### config.mk
export PLATFORM = sky130hd
export DESIGN_NAME = dualmem_req_bridge_flat
export DESIGN_NICKNAME = d
export VERILOG_FILES = /design/src/rtl/dualmem_req_bridge_if.sv /design/src/rtl/dualmem_req_bridge.sv /design/src/flat_wrapper.sv
export SDC_FILE = /design/constraint.sdc
export NUM_CORES = 1
export LEC_CHECK = 0
export CAP_MARGIN = 20
export CORE_ASPECT_RATIO = 1.1
export CORE_MARGIN = 5
export CORE_UTILIZATION = 40
export DETAILED_ROUTE_END_ITERATION = 10
export PLACE_DENSITY = 0.69
export SLEW_MARGIN = 20
export SYNTH_ARGS = -nofsm -noshare
export SYNTH_HDL_FRONTEND = slang
export SYNTH_SLANG_ARGS = --single-unit
### constraint.sdc
create_clock -name clk -period 3.2 [get_ports clk]
set_input_delay 0.64 -clock clk [delete_from_list [all_inputs] [get_ports clk]]
set_output_delay 0.64 -clock clk [all_outputs]
set_load 0.03 [all_outputs]
### src/rtl/dualmem_req_bridge_if.sv
// Request/response and RAM-port bundle for dualmem_req_bridge.
// The slave modport is the bridge's view. The master modport is the environment's
// view: the bus adaptor upstream and the dual-port RAM downstream.
interface dualmem_req_bridge_if #(
  parameter int unsigned ADDR_W = 11
);
  logic              req_valid;
  logic              req_ready;
  logic [ADDR_W-1:0] req_addr;
  logic              req_we;
  logic [7:0]        req_be;
  logic [63:0]       req_wdata;

  logic              rsp_valid;
  logic              rsp_ready;
  logic [63:0]       rsp_rdata;
  logic              rsp_write;

  logic [7:0]        ram_en;
  logic [7:0]        ram_we;
  logic [ADDR_W-1:0] ram_addr;
  logic [63:0]       ram_wdata;
  logic [63:0]       ram_rdata;

  modport slave (
    input  req_valid, req_addr, req_we, req_be, req_wdata, rsp_ready, ram_rdata,
    output req_ready, rsp_valid, rsp_rdata, rsp_write, ram_en, ram_we, ram_addr, ram_wdata
  );

  modport master (
    output req_valid, req_addr, req_we, req_be, req_wdata, rsp_ready, ram_rdata,
    input  req_ready, rsp_valid, rsp_rdata, rsp_write, ram_en, ram_we, ram_addr, ram_wdata
  );
endinterface

### src/rtl/dualmem_req_bridge.sv
// Valid/ready request front end for one port of the 2048x64 byte-enabled dual-port RAM.
// Reads are tracked through an in-flight pipeline matching the RAM latency. Every response
// lands in a small FIFO, so a stalled consumer never loses read data.
// Optional feature: define DUALMEM_OUTREG_EN when the RAM output register is in use.
// Read latency is then 2 and the in-flight pipeline has two stages.
module dualmem_req_bridge #(
  parameter int unsigned ADDR_W    = 11,
  parameter int unsigned RSP_DEPTH = 4
) (
  input logic                 clk,
  input logic                 rstn,
  dualmem_req_bridge_if.slave bus
);

`ifdef DUALMEM_OUTREG_EN
  localparam int unsigned LAT = 2;
`else
  localparam int unsigned LAT = 1;
`endif

  localparam int unsigned      PTR_W    = $clog2(RSP_DEPTH);
  localparam logic [PTR_W-1:0] PTR_LAST = PTR_W'(RSP_DEPTH - 1);
  localparam logic [4:0]       DEPTH_C  = 5'(RSP_DEPTH);

  logic [LAT-1:0]       r_pipe_vld, r_pipe_wr;
  logic [LAT-1:0]       w_pipe_vld_d, w_pipe_wr_d;
  logic [63:0]          r_fifo_data [RSP_DEPTH];
  logic [RSP_DEPTH-1:0] r_fifo_wr;
  logic [PTR_W-1:0]     r_wptr, r_rptr;
  logic [4:0]           r_count;

  logic [4:0]        w_outstanding;
  logic              w_ready, w_accept, w_push, w_pop, w_rsp_valid;
  logic [63:0]       w_push_data;
  logic [ADDR_W-1:0] w_addr;

  function automatic logic [PTR_W-1:0] ptr_inc(input logic [PTR_W-1:0] p);
    return (p == PTR_LAST) ? '0 : p + PTR_W'(1);
  endfunction

  // Credit: everything that will eventually need a FIFO slot counts as outstanding
  always_comb begin
    w_outstanding = r_count;
    for (int i = 0; i < int'(LAT); i++) begin
      w_outstanding = w_outstanding + 5'(r_pipe_vld[i]);
    end
  end

  assign w_ready     = rstn && (w_outstanding < DEPTH_C);
  assign w_accept    = bus.req_valid && w_ready;
  assign w_rsp_valid = rstn && (r_count != 5'd0);
  assign w_pop       = w_rsp_valid && bus.rsp_ready;
  assign w_push      = r_pipe_vld[LAT-1];
  assign w_push_data = r_pipe_wr[LAT-1] ? 64'd0 : bus.ram_rdata;
  assign w_addr      = bus.req_addr;

  // RAM drive and response outputs, gated so that nothing leaks while rstn is low
  always_comb begin
    bus.req_ready = w_ready;
    bus.ram_addr  = w_addr;
    bus.ram_wdata = bus.req_wdata;
    bus.ram_en    = 8'h00;
    bus.ram_we    = 8'h00;
    if (w_accept) begin
      if (bus.req_we) begin
        bus.ram_en = bus.req_be;
        bus.ram_we = bus.req_be;
      end else begin
        bus.ram_en = 8'hFF;
      end
    end
    bus.rsp_valid = w_rsp_valid;
    bus.rsp_rdata = w_rsp_valid ? r_fifo_data[r_rptr] : 64'd0;
    bus.rsp_write = w_rsp_valid ? r_fifo_wr[r_rptr] : 1'b0;
  end

  // In-flight pipeline shift: one valid/write-tag pair per RAM latency stage
  always_comb begin
    w_pipe_vld_d    = '0;
    w_pipe_wr_d     = '0;
    w_pipe_vld_d[0] = w_accept;
    w_pipe_wr_d[0]  = bus.req_we;
    for (int i = 1; i < int'(LAT); i++) begin
      w_pipe_vld_d[i] = r_pipe_vld[i-1];
      w_pipe_wr_d[i]  = r_pipe_wr[i-1];
    end
  end

  // Control state: pipeline, FIFO pointers and occupancy, cleared by synchronous reset
  always_ff @(posedge clk) begin
    if (!rstn) begin
      r_pipe_vld <= '0;
      r_pipe_wr  <= '0;
      r_wptr     <= '0;
      r_rptr     <= '0;
      r_count    <= 5'd0;
    end else begin
      r_pipe_vld <= w_pipe_vld_d;
      r_pipe_wr  <= w_pipe_wr_d;
      if (w_push) r_wptr <= ptr_inc(r_wptr);
      if (w_pop)  r_rptr <= ptr_inc(r_rptr);
      case ({w_push, w_pop})
        2'b10:   r_count <= r_count + 5'd1;
        2'b01:   r_count <= r_count - 5'd1;
        default: r_count <= r_count;
      endcase
    end
  end

  // FIFO storage: the exiting pipeline stage captures RAM data (or zero for a write)
  always_ff @(posedge clk) begin
    if (rstn && w_push) begin
      r_fifo_data[r_wptr] <= w_push_data;
      r_fifo_wr[r_wptr]   <= r_pipe_wr[LAT-1];
    end
  end

  // The credit rule must keep the FIFO from ever taking a push while full
  a_no_overflow: assert property (@(posedge clk) disable iff (!rstn)
    !(w_push && !w_pop && (r_count == DEPTH_C)));

endmodule

### src/flat_wrapper.sv
// flat-port wrapper written by rule: the top's interface ports become plain ports
module dualmem_req_bridge_flat 
#(
  parameter int unsigned ADDR_W    = 11,
  parameter int unsigned RSP_DEPTH = 4
)
  (clk, rstn, bus_req_valid, bus_req_addr, bus_req_we, bus_req_be, bus_req_wdata, bus_rsp_ready, bus_ram_rdata, bus_req_ready, bus_rsp_valid, bus_rsp_rdata, bus_rsp_write, bus_ram_en, bus_ram_we, bus_ram_addr, bus_ram_wdata);
  dualmem_req_bridge_if #(.ADDR_W(ADDR_W)) bus_i ();
  input logic clk;
  input logic rstn;
  input wire logic [$bits(bus_i.req_valid)-1:0] bus_req_valid;
  input wire logic [$bits(bus_i.req_addr)-1:0] bus_req_addr;
  input wire logic [$bits(bus_i.req_we)-1:0] bus_req_we;
  input wire logic [$bits(bus_i.req_be)-1:0] bus_req_be;
  input wire logic [$bits(bus_i.req_wdata)-1:0] bus_req_wdata;
  input wire logic [$bits(bus_i.rsp_ready)-1:0] bus_rsp_ready;
  input wire logic [$bits(bus_i.ram_rdata)-1:0] bus_ram_rdata;
  output wire logic [$bits(bus_i.req_ready)-1:0] bus_req_ready;
  output wire logic [$bits(bus_i.rsp_valid)-1:0] bus_rsp_valid;
  output wire logic [$bits(bus_i.rsp_rdata)-1:0] bus_rsp_rdata;
  output wire logic [$bits(bus_i.rsp_write)-1:0] bus_rsp_write;
  output wire logic [$bits(bus_i.ram_en)-1:0] bus_ram_en;
  output wire logic [$bits(bus_i.ram_we)-1:0] bus_ram_we;
  output wire logic [$bits(bus_i.ram_addr)-1:0] bus_ram_addr;
  output wire logic [$bits(bus_i.ram_wdata)-1:0] bus_ram_wdata;
  assign bus_i.req_valid = bus_req_valid;
  assign bus_i.req_addr = bus_req_addr;
  assign bus_i.req_we = bus_req_we;
  assign bus_i.req_be = bus_req_be;
  assign bus_i.req_wdata = bus_req_wdata;
  assign bus_i.rsp_ready = bus_rsp_ready;
  assign bus_i.ram_rdata = bus_ram_rdata;
  assign bus_req_ready = bus_i.req_ready;
  assign bus_rsp_valid = bus_i.rsp_valid;
  assign bus_rsp_rdata = bus_i.rsp_rdata;
  assign bus_rsp_write = bus_i.rsp_write;
  assign bus_ram_en = bus_i.ram_en;
  assign bus_ram_we = bus_i.ram_we;
  assign bus_ram_addr = bus_i.ram_addr;
  assign bus_ram_wdata = bus_i.ram_wdata;
  dualmem_req_bridge #(.ADDR_W(ADDR_W), .RSP_DEPTH(RSP_DEPTH)) u_core (.clk(clk), .rstn(rstn), .bus(bus_i));
endmodule
==> flow_metrics.tcl, run 1 <==
set metrics [dict create \
    post_cts_buffers 0 \
    groute.layer.met3.usage 0.03594 \
    post_synth_instance_area_um2 11720 \
    worstHoldPathType "reg2reg" \
    initial_core_util 0.4070 \
    grtUsageMet2 0.2331 \
    clockRootBuffer "sky130_fd_sc_hd__clkbuf_16" \
    dp.final_hpwl_um 13960 \
    yosysSeqAreaShare 0.6884 \
    max-clock-path-buffers 3 \
    drt_iter0_markers 291 \
    yosysUniqueCellTypes 38 \
    drt-total-wl_um 22240 \
    vdd_drop_max_mv 0.5414 \
    final_hold_viol_count 0 \
    total_power_per_unit_cell_area_nw_per_um2 695.7 \
    timing.critical_path.required_ps 2560 \
    clock_slew_seen_by_the_registers_of_the_worst_setup_and_hold_paths_ps 60 \
    cp_slowest_stage_delay_ps 670 \
    layout.cells.most_common "sky130_fd_sc_hd__edfxtp_1" \
    outcome "complete, no violations" \
    syn_to_final_growth_pct 20.08 \
    track_usage 0.1335 \
    synthCells 675 \
    timing.critical_path.to_type "output pin" \
    drv_cap 0 \
    mostFrequentLayoutCells "sky130_fd_sc_hd__edfxtp_1, sky130_fd_sc_hd__clkdlybuf4s50_1, sky130_fd_sc_hd__buf_4" \
    ioPinCount 310 \
    antenna_violations_before_repair 1 \
    worst_clock_skew_ps 11.83 \
    chipHeight_um 189.5 \
    relSlewSlack 0.3874 \
    timing.setup.critical_path_class "reg2out" \
    cp.arrival_ps 2350 \
    pre_cts_slack_ps 363.1 \
    floorplan.core_area_um2 28790 \
    grt_pass1_vias 6422 \
    max_clock_freq_mhz 334.1 \
    aggregate_global_routing_overflow 0 \
    yosys_register_bits 273 \
    fp.dieArea_um2 32820 \
    final_min_period_over_clock_period 0.9353 \
    htree_num_levels 1 \
    grt_max_degree 69 \
    critical_path.startpoint_type "register" \
    dr_total_vias 5855 \
    rows 65 \
    min_period_ps 2993 \
    leakage_uw 0.004786 \
    mappedNetlistNets 835 \
    cts_buffers 27 \
    timing.final.ws_setup_ps 207.1 \
    gpl.final_weighted_congestion 0.7153 \
    cts.sink_count 273 \
    port_buf_inserts 159 \
    most_utilized_layer_in_the_global_route_result "met2" \
    first_pass_iters 5 \
    cts_hold_buffers 0 \
    critical_path.cell_chain "or3_1 -> mux2i_1 -> and2_1 -> clkdlybuf4s50_1" \
    vias_per_cell 5.061 \
    synthesis.yosys.warnings 0 \
    drc 0 \
    met1_usage 0.1667 \
    post_cts.resized_instances 0 \
    postSynthAreaPerCell_um2 17.36 \
    unrepaired_setup_endpoints_after_global_routing "false" \
    worstRegToRegCells 10 \
    post_route_cells_drive_above_1_share 0.2674 \
    worst_path_max_delay_cell "sky130_fd_sc_hd__clkdlybuf4s50_1" \
    drtAntennaViolNets 0 \
    critPathMaxFanout 6 \
    tritoncts "built" \
    final_sum_of_negative_setup_slack_ps 0 \
    die-width_um 173.2 \
    setup-violations-final 0 \
    slew_viol_final 0 \
    total_power_uw 9790 \
    grt_first_pass_wirelength_um 35060 \
    routed_wire_length_per_instance_um 19.22 \
    transition_time_of_the_tightest_slew_check_pin_ps 918.9 \
    insertion_delay_ps 520 \
    timing.hold.worst_path_depth 2 \
    design.final.nets 931 \
    antennaDiodeCount 0 \
]
through the flow:
step                hold slack [ps]  instances    util  area (um^2)
floorplan                     458.3        675       -        11720
global placement              523.7       1110  0.4612        13280
detailed placement            516.0       1110  0.4612        13280
CTS                           523.7       1157  0.4888        14070
global route                  580.4       1157  0.4888        14070
finish                        522.9       1157  0.4888        14070
synthesized netlist by cell type:
cell type	count	area, um^2
sky130_fd_sc_hd__edfxtp_1	260	7807
sky130_fd_sc_hd__buf_4	75	563.0
sky130_fd_sc_hd__and2_1	68	425.4
sky130_fd_sc_hd__nor2b_1	67	419.2
sky130_fd_sc_hd__mux4_2	65	1464
sky130_fd_sc_hd__clkbuf_1	20	75.07
sky130_fd_sc_hd__dfxtp_1	13	260.3
sky130_fd_sc_hd__inv_1	13	48.80
sky130_fd_sc_hd__and3_1	12	75.07
sky130_fd_sc_hd__a21oi_1	11	55.05
sky130_fd_sc_hd__buf_2	8	40.04
sky130_fd_sc_hd__ha_1	8	100.1
sky130_fd_sc_hd__nand2_1	7	26.28
sky130_fd_sc_hd__buf_6	5	56.30
sky130_fd_sc_hd__or3_1	5	31.28
sky130_fd_sc_hd__mux2i_1	4	40.04
sky130_fd_sc_hd__nand3_1	4	20.02
sky130_fd_sc_hd__nand2b_1	3	18.77
sky130_fd_sc_hd__buf_1	2	7.510
sky130_fd_sc_hd__inv_2	2	7.510
sky130_fd_sc_hd__nor2_1	2	7.510
sky130_fd_sc_hd__nor3_1	2	10.01
sky130_fd_sc_hd__nor3b_1	2	15.01
sky130_fd_sc_hd__o21ai_0	2	10.01
sky130_fd_sc_hd__xnor2_1	2	17.52
sky130_fd_sc_hd__a211o_1	1	8.760
sky130_fd_sc_hd__a21boi_0	1	7.510
sky130_fd_sc_hd__a21o_1	1	7.510
sky130_fd_sc_hd__a31oi_1	1	6.260
sky130_fd_sc_hd__nand3_2	1	10.01
sky130_fd_sc_hd__nand4_1	1	6.260
sky130_fd_sc_hd__o211ai_1	1	7.510
sky130_fd_sc_hd__o21a_1	1	7.510
sky130_fd_sc_hd__o22ai_1	1	6.260
sky130_fd_sc_hd__o31ai_4	1	21.27
sky130_fd_sc_hd__o32ai_1	1	8.760
sky130_fd_sc_hd__or3_4	1	11.26
sky130_fd_sc_hd__xor2_1	1	8.760
cell families (layout without fill, tap and decap cells):
family	after synthesis	count (layout)	synth area share
AO/OA/AOI/OAI	22	22	0.01249
XOR/XNOR	3	3	0.002243
adder cells (fa/ha/maj)	8	8	0.008542
buffers and inverters	125	239	0.06812
flip-flops	273	273	0.6884
multiplexers	69	69	0.1283
AND/OR/NAND/NOR	175	175	0.09182
layout make-up:
cell class | count | area, um^2
Fill cell | 2410 | 14720
Sequential cell | 273 | 8079
Multi-Input combinational cell | 277 | 2873
Timing Repair Buffer | 177 | 1809
Clock buffer | 32 | 694.4
Tap cell | 368 | 460.4
Clock inverter | 15 | 100.1
Inverter | 15 | 56.30
worst paths after layout:
check	startpoint	endpoint	slack, ps
max reg2reg	u_core.r_count[1]	u_core.r_count[4]	670
max	u_core.r_count[4]	bus_req_ready	210
min reg2reg	u_core.r_rptr[1]	register	520
min	u_core.r_rptr[1]	register	520
state kept, by name (all words and copies together), names as in the netlist, named ones only:
signal / cells
u_core.r_fifo_data: 256
u_core.r_count: 5
u_core.r_fifo_wr: 4
u_core.r_rptr: 2
u_core.r_wptr: 2
u_core.r_pipe_vld: 1
u_core.r_pipe_wr: 1
power by group:
group	leakage, uW	internal, uW	switching (uW)
logic	0.00192	1280	1480
clock network	0.000385	1620	1220
registers	0.00248	4070	125
total	0.00479	6960	2830
worst max-delay path: cells and delay by family (launching register included):
family                 cells  cell delay, ps
buffers and inverters      1             670
flip-flops                 1             390
multiplexers               1             220
AND/OR/NAND/NOR            2             560
metal layers:
layer  routed length, um  up-vias
met1                9141     2958
met3                1445       46
met5                  13        -
met2               11270      182
li1                    -     2667
met4                 369        2
Power figures use the tool's default switching activity.
==> inputs of run 2 (changes only) <==
- CORE_ASPECT_RATIO: 1.1 -> 0.9
- PLACE_DENSITY: 0.69 -> 0.66
- clock period: 3.2 -> 3.7 ns (I/O delays scaled with it)
==> run 2 against run 1 <==
Via count down 1.6%. Register-to-register slack better by 390 ps. Utilization up 0.075 points.
==> flow_metrics.tcl, run 2 (synthesis results as in run 1) <==
set metrics [dict create \
    net-switching-power_uw 2492 \
    relSlewSlack 0.3753 \
    layout.cells.most_common "sky130_fd_sc_hd__edfxtp_1" \
    track_usage 0.1382 \
    worstHoldPathType "reg2reg" \
    cts_buffers 28 \
    dp.final_hpwl_um 13840 \
    setup-violations-final 0 \
    slew_viol_final 0 \
    unrepaired_setup_endpoints_after_global_routing "false" \
    aggregate_global_routing_overflow 0 \
    internal_power_uw 6302 \
    register_with_the_most_flip_flops "u_core.r_fifo_data" \
    critPathMaxFanout 9 \
    final_sum_of_negative_setup_slack_ps 0 \
    insertion_delay_ps 530 \
    post_cts_buffers 0 \
    max_clock_freq_mhz 284.8 \
    regs_by_ff_count "u_core.r_fifo_data (256), u_core.r_count (5), u_core.r_fifo_wr (4)" \
    first_pass_iters 6 \
    final_min_period_over_clock_period 0.9489 \
    antenna_violations_before_repair 0 \
    clockRootBuffer "sky130_fd_sc_hd__clkbuf_16" \
    chipHeight_um 172.4 \
    initial_core_util 0.4050 \
    rrSetupSlack_ps 1060 \
    worst_slack_on_hold_paths_ps 528.6 \
    largest_reg_flops 256 \
    vias_per_cell 4.864 \
    antennaDiodeCount 0 \
    max-clock-path-buffers 3 \
    leakage_uw 0.004796 \
    timing.setup.critical_path_class "reg2out" \
    grt_first_pass_wirelength_um 35810 \
    clock_slew_seen_by_the_registers_of_the_worst_setup_and_hold_paths_ps 60 \
    clock_power_share 0.318 \
    power.share.switching 0.2834 \
    die-width_um 190.4 \
    critical_path.startpoint_type "register" \
    ioPinCount 310 \
    regToRegEndpoint "u_core.r_count[4]" \
    design.final.nets 927 \
    p_seq_frac 0.415 \
    final_hold_viol_count 0 \
    dr_total_vias 5759 \
    post_cts.resized_instances 0 \
    floorplan.core_area_um2 28940 \
    transition_time_of_the_tightest_slew_check_pin_ps 937.1 \
    layout.cell_area.non_filler_um2 14170 \
    drv_cap 0 \
    drc 0 \
    timing.hold.worst_path_depth 2 \
    cp.arrival_ps 2770 \
    min_from "u_core.r_rptr[1]" \
    routed_wire_length_per_instance_um 19.24 \
    cts_hold_buffers 0 \
    tritoncts "built" \
    port_buf_inserts 159 \
    min_period_ps 3511 \
    outcome "complete, no violations" \
    grt_pass1_vias 6376 \
    drtAntennaViolNets 0 \
    timing.critical_path.required_ps 2960 \
    gpl.final_weighted_congestion 0.7155 \
    syn_to_final_growth_pct 20.88 \
    timing.critical_path.to_type "output pin" \
    fp.dieArea_um2 32820 \
    drt-total-wl_um 22780 \
    comb_power_share 0.268 \
    mostFrequentLayoutCells "sky130_fd_sc_hd__edfxtp_1, sky130_fd_sc_hd__clkdlybuf4s50_1, sky130_fd_sc_hd__and2_1" \
    worstRegToRegCells 10 \
    n_fill_cell 2474 \
    drt_iter0_markers 224 \
    htree_num_levels 1 \
    grt_max_degree 69 \
    cts.sink_count 273 \
    total_power_per_unit_cell_area_nw_per_um2 620.8 \
    vdd_drop_max_mv 0.2845 \
    worst_clock_skew_ps 8.529 \
    crit-reg2reg-launch "u_core.r_count[1]" \
    rows 59 \
    post_route_cells_drive_above_1_share 0.2462 \
    placed_area_um2 13240 \
]
-- run 2: cell count changes in the layout (fill, tap and decap cells not counted), sizes merged, moves of 3 or more --
cell,change
bufinv,+3
buf,-21
clkdlybuf4s50,+15
clkinv,-3
clkbuf,+5
-- run 2: worst max-delay path by stage --
stage / cells past startpoint / endpoint / startpoint
2_1_floorplan: 3 / u_core.r_fifo_data[0][0] / rstn
3_3_place_gp: 11 / u_core.r_count[4] / rstn
3_5_place_dp: 11 / u_core.r_count[4] / rstn
4_1_cts: 6 / bus_ram_we[1] / u_core.r_count[4]
5_1_grt: 6 / bus_ram_we[1] / u_core.r_count[4]
6_report: 6 / bus_ram_we[1] / u_core.r_count[4]
-- run 2: through the flow --
stage	setup WS [ps]	util	total power, uW	std cells
4_1_cts	122.7	0.4895	8930	1184
5_1_grt	3.894	0.4895	9217	1184
3_3_place_gp	459.6	0.4575	6107	1133
6_report	189.1	0.4895	8794	1184
2_1_floorplan	419.0	-	5342	675
3_5_place_dp	381.8	0.4575	6113	1133
-- run 2: area by class of cell --
cell class	count	area [um^2]	area share
Clock inverter	14	167.7	0.01184
Clock buffer	37	755.7	0.05335
Timing Repair Buffer	172	1739	0.1228
Tap cell	396	495.5	0.03498
Multi-Input combinational cell	277	2873	0.2028
Inverter	15	56.30	0.003975
Sequential cell	273	8079	0.5703
-- run 2: metal layers --
layer	vias up	GRT usage	wire length (um)
met3	57	0.03210	1401
met5	-	0	0
li1	2658	-	-
met4	0	0.03153	465
met2	179	0.2252	10800
met1	2865	0.1918	10110
-- run 2: power by group through the flow --
stage                     Combinational, uW  Sequential, uW  Clock, uW
after floorplan                        1710            3630          0
after global placement                 2390            3710          0
after detailed placement               2400            3720          0
after CTS                              2410            3650       2870
after global routing                   2530            3670       3020
final                                  2350            3650       2790
-- run 2: worst max-delay path: stages (launching register included) --
cell	delay (ps)
sky130_fd_sc_hd__dfxtp_1	390
sky130_fd_sc_hd__or3_1	400
sky130_fd_sc_hd__mux2i_1	230
sky130_fd_sc_hd__nand3_2	220
sky130_fd_sc_hd__inv_2	160
sky130_fd_sc_hd__and3_1	170
sky130_fd_sc_hd__clkdlybuf4s50_1	680
==> inputs of run 3 (changes only) <==
- CORE_UTILIZATION: 40 -> 53
- PLACE_DENSITY: 0.66 -> 0.84
- clock period: 3.7 -> 4.5 ns (I/O delays scaled with it)
==> run 3 against run 2 <==
Power shrank 17%. Design area fell by 1.0%. Via count up 4.1%. First-iteration DRC count rose by 82%. Largest cell class unchanged. Routed wire length decreased by 0.33%.
==> flow_metrics.tcl, run 3 (synthesis results as in run 1) <==
set metrics [dict create \
    endpoint "bus_ram_we[3]" \
    drtAntennaViolNets 0 \
    cts_buffers 28 \
    cts.sink_count 273 \
    regToRegEndpoint "u_core.r_count[4]" \
    post_cts.resized_instances 0 \
    timing.critical_path.required_ps 3600 \
    cp-startpoint "rstn" \
    floorplan.core_area_um2 21700 \
    slew_viol_final 0 \
    first_pass_iters 5 \
    timing.critical_path.to_type "output pin" \
    max-clock-path-buffers 3 \
    worstRegToRegCells 10 \
    gpl.final_weighted_congestion 0.8125 \
    mostFrequentLayoutCells "sky130_fd_sc_hd__edfxtp_1, sky130_fd_sc_hd__clkdlybuf4s50_1, sky130_fd_sc_hd__and2_1" \
    final_hold_viol_count 0 \
    timing.setup.critical_path_class "in2out" \
    cp.arrival_ps 2960 \
    unrepaired_setup_endpoints_after_global_routing "false" \
    tritoncts "built" \
    dr_total_vias 5997 \
    critical_path.startpoint_type "input port" \
    clockRootBuffer "sky130_fd_sc_hd__clkbuf_16" \
    met2_length_um 11410 \
    syn_to_final_growth_pct 19.65 \
    leakage_uw 0.004619 \
    ioPinCount 310 \
    min_period_ps 3856 \
    transition_time_of_the_tightest_slew_check_pin_ps 1050 \
    rrSetupSlack_ps 1690 \
    grt_first_pass_wirelength_um 35410 \
    instances_no_fill 1074 \
    track_usage 0.1777 \
    vias_per_cell 5.584 \
    die-width_um 166.7 \
    dp_cells 1022 \
    dp.final_hpwl_um 13630 \
    wl_met3_um 1587 \
    placed_area_um2 13080 \
    register_with_the_most_flip_flops "u_core.r_fifo_data" \
    routed.top_layer "met4" \
    n_fill_cell 1473 \
    final_sum_of_negative_setup_slack_ps 0 \
    final_min_period_over_clock_period 0.8568 \
    critPathMaxFanout 18 \
    drv_cap 0 \
    grt_max_degree 66 \
    grt_pass1_vias 6617 \
    design.final.nets 921 \
    antennaDiodeCount 0 \
    aggregate_global_routing_overflow 0 \
    layout.cells.most_common "sky130_fd_sc_hd__edfxtp_1" \
    max_clock_freq_mhz 259.4 \
    rows 51 \
    clock_slew_seen_by_the_registers_of_the_worst_setup_and_hold_paths_ps 60 \
    outcome "complete, no violations" \
    drt_iter0_markers 407 \
    total_power_per_unit_cell_area_nw_per_um2 519.9 \
    fp.dieArea_um2 25190 \
    htree_num_levels 1 \
    routed_wire_length_per_instance_um 21.14 \
    regs_by_ff_count "u_core.r_fifo_data (256), u_core.r_count (5), u_core.r_fifo_wr (4)" \
    cts_hold_buffers 0 \
    drt-total-wl_um 22700 \
    largest_reg_flops 256 \
    port_buf_inserts 159 \
    chipHeight_um 151.1 \
    wl_met1_um 8943 \
    post_route_cells_drive_above_1_share 0.1775 \
    drc 0 \
    worstHoldPathType "reg2reg" \
    antenna_violations_before_repair 0 \
    relSlewSlack 0.3002 \
    post_cts_buffers 0 \
    layout.cell_area.non_filler_um2 14020 \
    worst_clock_skew_ps 9.798 \
    crit-reg2reg-launch "u_core.r_count[1]" \
    insertion_delay_ps 520 \
    vdd_drop_max_mv 0.2974 \
    setup-violations-final 0 \
    initial_core_util 0.5401 \
]
-- run 3: worst max-delay path, cell delays in order --
cell	delay [ps]
sky130_fd_sc_hd__clkdlybuf4s50_1	590
sky130_fd_sc_hd__buf_4	260
sky130_fd_sc_hd__nand3_2	190
sky130_fd_sc_hd__inv_2	160
sky130_fd_sc_hd__and3_1	170
sky130_fd_sc_hd__clkdlybuf4s50_1	680
-- run 3: per-stage QoR --
stage	setup WS (ps)	hold slack, ps	util	power, uW
after floorplan	1059	458.3	-	4392
after global placement	740.9	492.9	0.6031	4988
after detailed placement	675.2	534.0	0.6031	5043
after CTS	666.0	547.7	0.6463	7358
after global routing	557.7	571.0	0.6463	7564
final	644.3	537.9	0.6463	7289
-- run 3: cell type report --
class / count / area (um^2) / share of cell area
clock inverters: 18 / 192.7 / 0.01374
repair buffers: 166 / 1714 / 0.1223
multi-input cells: 277 / 2873 / 0.2049
clock buffers: 34 / 744.5 / 0.05310
well taps: 291 / 364.1 / 0.02597
inverters: 15 / 56.30 / 0.004016
flip-flops and latches: 273 / 8077 / 0.5760
-- run 3: worst min path at each step --
stage,cells past startpoint,start,end,slack (ps)
4_1_cts,2,u_core.r_rptr[1],register,550
2_1_floorplan,0,u_core.r_pipe_wr,u_core.r_fifo_wr[0],460
5_1_grt,2,u_core.r_rptr[1],register,570
3_5_place_dp,2,u_core.r_rptr[1],register,530
3_3_place_gp,2,u_core.r_rptr[1],register,490
6_report,2,u_core.r_rptr[1],register,540
-- run 3: power by group --
group	leakage [uW]	internal (uW)	switching, uW
logic	0.00169	910	1060
registers	0.00248	2900	107
clock network	0.000454	1400	911
total	0.00462	5210	2080
-- run 3: layer usage --
metal	vias up	track usage
met3	97	0.03810
met2	262	0.3081
met5	-	0
li1	2642	-
met1	2996	0.2257
met4	0	0.06217
